--- src/rtl/mux_scan_ctrl.sv ---
// Scan controller for the 32:1 single-bit mux: walks an inclusive select range, streams the
// sampled bits over valid/ready and accumulates population count and first set-bit index.
module mux_scan_ctrl (
  input  logic        clk,
  input  logic        reset,
  input  logic        start,
  input  logic [31:0] data_in,
  input  logic [4:0]  first_sel,
  input  logic [4:0]  last_sel,
  input  logic        abort,
  output logic [31:0] mux_source,
  output logic [4:0]  mux_select,
  input  logic        mux_result,
  output logic        bit_valid,
  input  logic        bit_ready,
  output logic        bit_out,
  output logic [4:0]  bit_index,
  output logic        bit_last,
  output logic        busy,
  output logic        done,
  output logic [5:0]  ones_count,
  output logic        found,
  output logic [4:0]  first_one_idx
);

  typedef enum logic [0:0] {StIdle, StScan} state_e;

  state_e      state_q, state_d;
  logic [31:0] src_q, src_d;
  logic [4:0]  sel_q, sel_d;
  logic [4:0]  last_q, last_d;
  logic        up_q, up_d;
  logic        valid_q, valid_d;
  logic        bout_q, bout_d;
  logic [4:0]  bidx_q, bidx_d;
  logic        blast_q, blast_d;
  logic        busy_q, busy_d;
  logic        done_q, done_d;
  logic [5:0]  ones_q, ones_d;
  logic        found_q, found_d;
  logic [4:0]  first_q, first_d;

  always_comb begin
    state_d = state_q;
    src_d   = src_q;
    sel_d   = sel_q;
    last_d  = last_q;
    up_d    = up_q;
    valid_d = valid_q;
    bout_d  = bout_q;
    bidx_d  = bidx_q;
    blast_d = blast_q;
    busy_d  = busy_q;
    done_d  = 1'b0;
    ones_d  = ones_q;
    found_d = found_q;
    first_d = first_q;

    unique case (state_q)
      StIdle: begin
        if (start) begin
          state_d = StScan;
          busy_d  = 1'b1;
          src_d   = data_in;
          sel_d   = first_sel;
          last_d  = last_sel;
          up_d    = (first_sel <= last_sel);
          ones_d  = '0;
          found_d = 1'b0;
          first_d = '0;
        end
      end
      StScan: begin
        if (abort) begin
          state_d = StIdle;
          valid_d = 1'b0;
          busy_d  = 1'b0;
          blast_d = 1'b0;
          ones_d  = '0;
          found_d = 1'b0;
          first_d = '0;
        end else if (valid_q && bit_ready && blast_q) begin
          state_d = StIdle;
          valid_d = 1'b0;
          busy_d  = 1'b0;
          done_d  = 1'b1;
        end else if (!(valid_q && blast_q) && (!valid_q || bit_ready)) begin
          // A valid last bit means the range is exhausted; only draining remains.
          valid_d = 1'b1;
          bout_d  = mux_result;
          bidx_d  = sel_q;
          blast_d = (sel_q == last_q);
          if (sel_q != last_q) begin
            sel_d = up_q ? sel_q + 5'd1 : sel_q - 5'd1;
          end
          if (mux_result) begin
            ones_d = ones_q + 6'd1;
            if (!found_q) begin
              found_d = 1'b1;
              first_d = sel_q;
            end
          end
        end
      end
      default: state_d = StIdle;
    endcase
  end

  always_ff @(posedge clk) begin
    if (reset) begin
      state_q <= StIdle;
      src_q   <= '0;
      sel_q   <= '0;
      last_q  <= '0;
      up_q    <= 1'b0;
      valid_q <= 1'b0;
      bout_q  <= 1'b0;
      bidx_q  <= '0;
      blast_q <= 1'b0;
      busy_q  <= 1'b0;
      done_q  <= 1'b0;
      ones_q  <= '0;
      found_q <= 1'b0;
      first_q <= '0;
    end else begin
      state_q <= state_d;
      src_q   <= src_d;
      sel_q   <= sel_d;
      last_q  <= last_d;
      up_q    <= up_d;
      valid_q <= valid_d;
      bout_q  <= bout_d;
      bidx_q  <= bidx_d;
      blast_q <= blast_d;
      busy_q  <= busy_d;
      done_q  <= done_d;
      ones_q  <= ones_d;
      found_q <= found_d;
      first_q <= first_d;
    end
  end

  assign mux_source    = src_q;
  assign mux_select    = sel_q;
  assign bit_valid     = valid_q;
  assign bit_out       = bout_q;
  assign bit_index     = bidx_q;
  assign bit_last      = blast_q;
  assign busy          = busy_q;
  assign done          = done_q;
  assign ones_count    = ones_q;
  assign found         = found_q;
  assign first_one_idx = first_q;

endmodule

--- config.mk ---
export PLATFORM = sky130hd
export DESIGN_NAME = mux_scan_ctrl
export DESIGN_NICKNAME = d
export VERILOG_FILES = /design/src/rtl/mux_scan_ctrl.sv
export SDC_FILE = /design/constraint.sdc
export NUM_CORES = 1
export LEC_CHECK = 0
export CAP_MARGIN = 15
export CORE_MARGIN = 1.5
export CORE_UTILIZATION = 47
export DETAILED_ROUTE_END_ITERATION = 10
export PLACE_DENSITY = 0.85
export SYNTH_ARGS = -nofsm -noshare
export SYNTH_HDL_FRONTEND = slang
export SYNTH_SLANG_ARGS = --single-unit
--- constraint.sdc ---
create_clock -name clk -period 4.54 [get_ports clk]
set_input_delay 0.908 -clock clk [delete_from_list [all_inputs] [get_ports clk]]
set_output_delay 0.908 -clock clk [all_outputs]
set_load 0.05 [all_outputs]
==> results.py <==
metrics = {
    "timing": {
        "timing.fmax_mhz": 372.4,
        "fin_skew_ns": 0.008863,
        "worst_pin_slew_ns": 0.9028,
        "rsz0062_at_grt": "no",
        "fin_tns_setup_ns": 0,
        "hold_violations": 0,
        "setup_violations": 0,
        "period_minus_slack_ns": 2.685,
        "slew_viol_final": 0,
        "fin_crit_sh": 0.5915,
        "slew_headroom": 0.3926,
    },
    "placed_design": {
        "place_hpwl_mm": 5.138,
        "dp.cells": 492,
        "place_area_sq_um": 3870,
        "port_buffers": 106,
        "gp_congestion": 0.8047,
    },
    "die": {
        "die_x_um": 79.83,
        "io_pins": 107,
        "dieArea_sq_um": 6372,
        "core-area_sq_um": 5608,
        "rows": 27,
        "die_h_um": 79.83,
        "start_util": 0.4946,
    },
    "detailed_routing": {
        "drt.antenna.violating_nets": 0,
        "drtIter0Drc": 165,
        "first_pass_iters": 4,
        "vias": 2603,
        "wl_per_cell_um": 14.06,
        "drt-total-wl_mm": 7.141,
        "routed_via_density": 5.124,
        "route.detailed.drc": 0,
    },
    "synthesis": {
        "synth_top_area_share": 0.4763,
        "ys_ff_latch": 66,
        "synth_simple_gate_area_frac": 0.1854,
        "seq_area_frac_synth": 0.4763,
        "synth-compound-area-share": 0.1809,
        "synth_area_leaders": "dfxtp_1 48%, nand2_1 11%, a21oi_1 8.7%",
        "synth-xor-area-share": 0.02842,
        "async_flop_share": 0,
        "synth_edf_count": 0,
        "ys.flop_type": "dfxtp_1",
        "synth_area_per_cell_sq_um": 8.431,
        "synthCells": 329,
        "syn_area_sq_um": 2774,
        "yosysWarnings": 0,
        "synth_top_family_by_area": "simple AND/OR/NAND/NOR gates",
        "synthesis.nets": 387,
        "synth_largest_area_cell": "dfxtp_1",
        "synth-adder-area-share": 0.04781,
        "muxShareOfSynthArea": 0.03654,
        "ys_types": 42,
    },
    "finish": {
        "fin_cells": 508,
        "final_common_cell": "clkdlybuf4s50_1",
        "drive_gt1_frac": 0.05505,
        "fillers": 471,
        "final_util": 0.7191,
        "nets": 489,
        "stdcell_area_sq_um": 4033,
        "area_growth_pct": 45.38,
        "n_antenna_cell": 0,
        "final_cell_mix": "105 x clkdlybuf4s50_1, 79 x nand2_1, 66 x dfxtp_1",
    },
    "critical_path": {
        "r2r_slack_ns": 2.40,
        "cp-end-kind": "flip-flop",
        "cp.arrival_ns": 2.91,
        "r2r-end": "ones_count[3]$_SDFFE_PP0P_",
        "cp_max_fo": 14,
        "criticalPathCategory": "in -> reg",
        "cp-start-kind": "input pin",
        "r2r-start": "state_q$_SDFF_PP0_",
        "required_ns": 4.76,
        "rr_worst_depth": 5,
    },
    "pwr": {
        "cellLeakagePower_nw": 1.547,
        "p_total_w": 0.001433,
        "cellPowerDensity_nw_per_um2": 355.4,
        "peakVddDrop_mv": 0.2183,
    },
    "cts": {
        "cts_hold_buf": 0,
        "cts_sinks": 66,
        "root_buffer": "clkbuf_8",
        "cts_resized": 0,
        "cts_max_path_buffers": 2,
        "clk_pin_slew_ns": 0.07,
        "post-cts-setup-buffer-count": 0,
        "htree_levels": 3,
        "clk_latency_ns": 0.33,
        "cts_tree": "yes",
        "cts_buffers": 9,
    },
    "run_status": {
        "status": "finished, final reports clean",
    },
    "hold_path": {
        "holdPathEnd": "mux_source[14]$_SDFFE_PP0P_",
        "worstHoldStart": "mux_source[14]$_SDFFE_PP0P_",
        "hp-class": "reg -> reg",
        "min_path_cells": 2,
    },
    "run": {
        "cap_violations": 0,
    },
    "global_route": {
        "grt_overflow": 0,
        "grt_pass1_wl_mm": 11.45,
        "antenna_found_initial": 0,
        "grt_pass1_vias": 2510,
        "grt_max_degree": 55,
        "grt_usage": 0.2310,
    },
}
## how the worst max path moves through the flow
stage                                     startpoint                    endpoint  slack (ns)  cells after the start
final                                          start  mux_select[0]$_SDFFE_PP0P_        1.85                      6
after global routing                           start  mux_select[0]$_SDFFE_PP0P_        1.72                      6
after CTS                                      start  mux_select[0]$_SDFFE_PP0P_        1.85                      6
after detailed placement                       start  mux_select[0]$_SDFFE_PP0P_        1.51                      6
after global placement                         start  mux_select[0]$_SDFFE_PP0P_        1.60                      6
after floorplan           mux_select[0]$_SDFFE_PP0P_  mux_select[4]$_SDFFE_PP0P_        2.32                      8
## flip-flops by register name (all words and copies together), names as in the netlist, 5 cells and up
name	cells
mux_source	32
ones_count	6
bit_index	5
first_one_idx	5
last_q	5
mux_select	5
## where the power goes
group          switching (W)  leakage [nW]  internal [W]  total [W]
Clock               0.000216        0.0831      0.000196   0.000412
Combinational       0.000220         0.924      0.000152   0.000372
Sequential         0.0000364         0.540      0.000612   0.000649
## per-layer routing
metal	GRT usage	vias to the layer above	share of wire
li1	-	1312	-
met1	0.2716	1214	0.44
met2	0.4034	69	0.50
met3	0.04686	8	0.043
met4	0.1034	0	0.014
met5	0	-	0
## cells by family after synthesis
kind of cell,count (synthesis)
buffers and inverters,31
DFF,66
adders and majority gates,10
AOI/OAI and AO/OA,79
xor gates and xnor gates,9
and+or+nand+nor,124
muxes,10
## layout make-up
type / instances / area, sq um / area share
Sequential cell: 66 / 1321 / 0.3276
Timing Repair Buffer: 109 / 1079 / 0.2675
Inverter: 13 / 48.80 / 0.01210
Tap cell: 72 / 90.09 / 0.02234
Clock buffer: 11 / 131.4 / 0.03258
Multi-Input combinational cell: 232 / 1331 / 0.3301
Clock inverter: 5 / 31.28 / 0.007757
## synth_stat cells, types with 2 or more instances
| library cell | n |
|---|---|
| a211oi_1 | 5 |
| a21o_1 | 2 |
| a21oi_1 | 48 |
| a22o_1 | 5 |
| a31oi_1 | 2 |
| buf_1 | 2 |
| buf_2 | 3 |
| clkbuf_1 | 12 |
| dfxtp_1 | 66 |
| ha_1 | 9 |
| inv_1 | 13 |
| mux2i_1 | 9 |
| nand2_1 | 79 |
| nand2b_1 | 6 |
| nand3_1 | 7 |
| nor2_1 | 21 |
| nor3_1 | 4 |
| o21a_1 | 2 |
| o21ai_0 | 3 |
| or3_1 | 2 |
| xnor2_1 | 3 |
| xor2_1 | 6 |
## stage by stage
stage / hold WS, ns / setup WS, ns
floorplan: 0.4478 / 2.322
finish: 0.4544 / 1.855
global placement: 0.4413 / 1.598
global route: 0.4697 / 1.716
CTS: 0.4565 / 1.853
detailed placement: 0.4468 / 1.509
## critical path, cell delays in order
cell and delay, ns:
clkdlybuf4s50_1 0.55, nor2b_2 0.58, nor3_1 0.20, a2bb2oi_4 0.28, o21ai_1 0.10, a32o_1 0.28
Note: power is estimated with default switching activity, not from simulation.
